File: src/rtl/alu_transpose_stream.sv
// Row-streamed n x n matrix buffer: loads n rows, then emits them transposed or
// unchanged. Both sides use valid/ready; n and mode are latched when a job starts.
module alu_transpose_stream #(
    parameter int DIM = 5,
    parameter int W   = 8
) (
    input  logic                     i_clk,
    input  logic                     i_rst,
    input  logic                     i_start,
    input  logic                     i_mode,
    input  logic [$clog2(DIM+1)-1:0] i_size,
    input  logic                     i_in_valid,
    output logic                     o_in_ready,
    input  logic [DIM*W-1:0]         i_in_row,
    output logic                     o_out_valid,
    input  logic                     i_out_ready,
    output logic [DIM*W-1:0]         o_out_row,
    output logic                     o_busy,
    output logic                     o_done
);
    localparam int CW = $clog2(DIM + 1);

    typedef enum logic [1:0] {
        S_IDLE,
        S_LOAD,
        S_EMIT
    } state_t;

    state_t        r_state;
    state_t        w_next_state;
    logic          r_mode;
    logic [CW-1:0] r_n;
    logic [CW-1:0] r_cnt;
    logic          r_done;
    logic [W-1:0]  r_mem [DIM][DIM];

    logic          w_in_fire;
    logic          w_out_fire;
    logic          w_last_row;
    logic          w_job_start;
    logic [CW-1:0] w_size_eff;

    // A size of zero or beyond the buffer means a full DIM x DIM job.
    assign w_size_eff  = (i_size == '0 || i_size > CW'(DIM)) ? CW'(DIM) : i_size;
    assign w_job_start = (r_state == S_IDLE) && i_start;
    assign w_in_fire   = (r_state == S_LOAD) && i_in_valid;
    assign w_out_fire  = (r_state == S_EMIT) && i_out_ready;
    assign w_last_row  = (r_cnt == r_n - CW'(1));

    always_ff @(posedge i_clk) begin
        if (i_rst) begin
            r_state <= S_IDLE;
        end else begin
            r_state <= w_next_state;
        end
    end

    always_comb begin
        w_next_state = r_state;
        case (r_state)
            S_IDLE: if (i_start)                w_next_state = S_LOAD;
            S_LOAD: if (w_in_fire && w_last_row)  w_next_state = S_EMIT;
            S_EMIT: if (w_out_fire && w_last_row) w_next_state = S_IDLE;
            default:                            w_next_state = S_IDLE;
        endcase
    end

    // One row counter serves both phases; it wraps to 0 after the last row.
    always_ff @(posedge i_clk) begin
        if (i_rst) begin
            r_mode <= 1'b0;
            r_n    <= '0;
            r_cnt  <= '0;
            r_done <= 1'b0;
        end else begin
            r_done <= w_out_fire && w_last_row;
            if (w_job_start) begin
                r_mode <= i_mode;
                r_n    <= w_size_eff;
                r_cnt  <= '0;
            end else if (w_in_fire || w_out_fire) begin
                r_cnt <= w_last_row ? '0 : r_cnt + CW'(1);
            end
        end
    end

    always_ff @(posedge i_clk) begin
        if (w_job_start) begin
            for (int r = 0; r < DIM; r++) begin
                for (int c = 0; c < DIM; c++) begin
                    r_mem[r][c] <= '0;
                end
            end
        end else if (w_in_fire) begin
            for (int c = 0; c < DIM; c++) begin
                r_mem[r_cnt][c] <= (c < int'(r_n)) ? i_in_row[c*W +: W] : '0;
            end
        end
    end

    // Output row is decoded from registered state only, so it holds during stalls.
    always_comb begin
        o_out_row = '0;
        if (r_state == S_EMIT) begin
            for (int c = 0; c < DIM; c++) begin
                if (c < int'(r_n)) begin
                    o_out_row[c*W +: W] = r_mode ? r_mem[r_cnt][c] : r_mem[c][r_cnt];
                end
            end
        end
    end

    assign o_in_ready  = (r_state == S_LOAD);
    assign o_out_valid = (r_state == S_EMIT);
    assign o_busy      = (r_state != S_IDLE);
    assign o_done      = r_done;

endmodule

File: config.mk
export PLATFORM = sky130hd
export DESIGN_NAME = alu_transpose_stream
export DESIGN_NICKNAME = d
export VERILOG_FILES = /design/src/rtl/alu_transpose_stream.sv
export SDC_FILE = /design/constraint.sdc
export NUM_CORES = 1
export LEC_CHECK = 0
export ABC_CLOCK_PERIOD_IN_PS = 5500
export CORE_MARGIN = 10
export CORE_UTILIZATION = 50
export CTS_CLUSTER_SIZE = 28
export DETAILED_ROUTE_END_ITERATION = 7
export DONT_BUFFER_PORTS = 1
export PLACE_DENSITY = 0.74
export SKIP_LAST_GASP = 1
export SLEW_MARGIN = 10
export SYNTH_ARGS = -nofsm -noshare
export SYNTH_HDL_FRONTEND = slang
export SYNTH_SLANG_ARGS = --single-unit
File: constraint.sdc
create_clock -name i_clk -period 5.5 [get_ports i_clk]
set_clock_uncertainty 0.15 [all_clocks]
set_input_delay 1.1 -clock i_clk [delete_from_list [all_inputs] [get_ports i_clk]]
set_output_delay 1.1 -clock i_clk [all_outputs]
set_load 0.02 [all_outputs]
==> flow_summary.toml <==
[run_status]
status = "finished clean"

[detailed_routing]
first_pass_iters = 6
antenna_left = 0
first_iter_violations = 1541
drc_errors = 0
viasPerCell = 7.14
routedWlPerCell_um = 34.2
dr_total_vias = 10129
wirelength_um = 48500

[cts]
cts_tree = "built"
cts_hold_buffers = 0
cts_buffers = 36
cts_resized = 0
htreeDepth = 2
post_cts_buffers = 0
clk_latency_ps = 530
cts-root-buf = "clkbuf_16"
clkTransAtPathRegs_ps = 50
cts.sink_count = 333
cts_buffer_depth = 3

[global_routing]
grt_antenna_before_repair = 6
use_met2_pct = 37.6
met1_usage_pct = 32.4
grt_busiest_layer = "met2"
met3_usage_pct = 7.98
grt_pass1_wl_um = 69600
grt_max_degree = 53
track_usage_pct = 24.7
grt_pass1_vias = 9903
grt.overflow.total = 0

[yosys]
ys_types = 48
netlist_instances = 998
ys.flop_type = "edfxtp_1"
seq_area_frac_synth_pct = 63.8
synthesis.nets = 1049
ys_ff_latch = 333
synth_edf_count = 320
synth_area_mm2 = 0.0155
avgSynthCellArea_um2 = 15.5
yosys_warnings = 0
ys_async_sr_fraction_pct = 0

[placed_design]
port_buffers = 0
dp_hpwl_um = 30800
placed_cells = 1356
gp_congestion = 0.875
placed_area_mm2 = 0.0159

[sta]
slew_headroom_pct = 20.5
worst_pin_slew_ps = 1190
finalHoldViolCount = 0
fmax_mhz = 208
fin_crit_sh_pct = 87.5
min_period_ps = 4810
setup_tns_ps = 0
rsz0062_at_grt = "false"
report.final.slew_viol_count = 0
setup_violations = 0

[die]
io_pins = 93
die_area_mm2 = 0.0384
die_h_um = 196
die_w_um = 196
core.rowCount = 64
core_area_mm2 = 0.0306
start_util_pct = 50.6

[power_and_ir_drop]
leakagePower_nw = 5.61
peakVddDrop_v = 0.000200
total_power_mw = 5.64
power.density_mw_per_mm2 = 330

[critical_path]
critical_path_class = "flop to output pin"
crit_arrival_ps = 3560
endpoint_kind = "output pin"
worstPathRequired_ps = 4250
cp_max_fo = 10
r2r_slack_ps = 1580
startpoint_type = "flop"

[finish]
fin_nets = 1049
stdcell_area_mm2 = 0.0171
final_cell_count_no_fill = 1418
drive_above_1_share_pct = 24.0
syn_to_final_growth_pct = 10.3
fillerInstances = 2352

[worst_hold_path]
hp-class = "flop to flop"

[flow_run]
maxCapViolCount = 0
[critical path: stages, from the launching register on]
cell	delay (ps)
dfxtp_1	490
nor2b_1	890
nand2_1	820
nor3_1	820
[through the flow]
step,hold slack [ps],setup slack [ps],utilization [%]
after floorplan,332,925,-
after global placement,393,1400,52.1
after detailed placement,400,1340,52.1
after CTS,414,776,55.8
after global routing,452,621,55.8
final,428,688,55.8
[cells in the final DEF (no fill, tap or decap), drive strengths merged, types with 4 or more instances in the layout]
cell / n
edfxtp: 320
nor2: 132
mux4: 120
nor3: 82
nand2: 65
buf: 41
clkbuf: 41
a221oi: 40
o22ai: 40
and2: 32
inv: 29
clkinv: 16
dfxtp: 13
xnor2: 5
a21oi: 4
nand3b: 4
[logic make-up (layout without fill, tap and decap cells)]
kind of cell / after synthesis / in the layout / share of synthesized area, %
simple gates: 334 / 334 / 10.4
flops: 333 / 333 / 63.8
xor+xnor: 5 / 5 / 0.283
mux: 121 / 121 / 17.5
fa+ha+maj: 2 / 2 / 0.162
compound gates: 95 / 95 / 4.62
buf+inv: 108 / 130 / 3.26
other cells: 0 / 2 / 0
[synth_stat cells, types with 4 or more instances]
library cell | n | area share [%]
dfxtp_1 | 13 | 1.7
clkbuf_1 | 38 | 0.92
o22ai_1 | 40 | 1.6
buf_6 | 6 | 0.44
nor3_1 | 67 | 2.2
inv_1 | 28 | 0.68
nand2_1 | 64 | 1.6
a221oi_1 | 40 | 2.3
buf_1 | 4 | 0.097
xnor2_1 | 5 | 0.28
edfxtp_1 | 320 | 62
nor2_1 | 132 | 3.2
a21oi_1 | 4 | 0.13
buf_2 | 24 | 0.78
and2_1 | 32 | 1.3
buf_4 | 6 | 0.29
nor3_2 | 15 | 0.97
mux4_2 | 120 | 17
[power breakdown]
| part | leakage, nW | total, mW | switching (mW) | internal, mW |
|---|---|---|---|---|
| sequential | 3.34 | 2.94 | 0.0801 | 2.86 |
| clock | 0.554 | 2.32 | 0.977 | 1.35 |
| combinational | 1.71 | 0.377 | 0.229 | 0.148 |
[per-layer routing]
layer / wire length [um] / share of wire [%]
met3: 7280 / 15
met5: 32 / 0.066
met4: 1990 / 4.1
met2: 22200 / 46
met1: 16900 / 35
[state kept, by name (all words and copies together) (netlist names), named ones only]
register and cells:
r_n 3, r_cnt 3, o_done 1, r_mode 1
r_state 2, r_mem 320
[layout make-up]
| type | count | area, um^2 | area share [%] |
|---|---|---|---|
| Timing Repair Buffer | 41 | 333 | 1.95 |
| Multi-Input combinational cell | 557 | 5120 | 30.0 |
| Inverter | 29 | 109 | 0.638 |
| Tap cell | 396 | 495 | 2.90 |
| Sequential cell | 333 | 9880 | 57.9 |
| Clock buffer | 41 | 962 | 5.64 |
| Antenna cell | 2 | 5.00 | 0.0293 |
| Clock inverter | 19 | 160 | 0.938 |
[worst paths after layout]
kind	end	startpoint	cells past startpoint
hold / removal	r_n[1]	r_n[1]	2
setup reg to reg	r_mem[1][22]	r_cnt[0]	3
hold reg to reg	r_n[1]	r_n[1]	2
setup / recovery	o_out_row[27]	r_state[1]	3
Note: power is estimated with default switching activity, not from simulation.
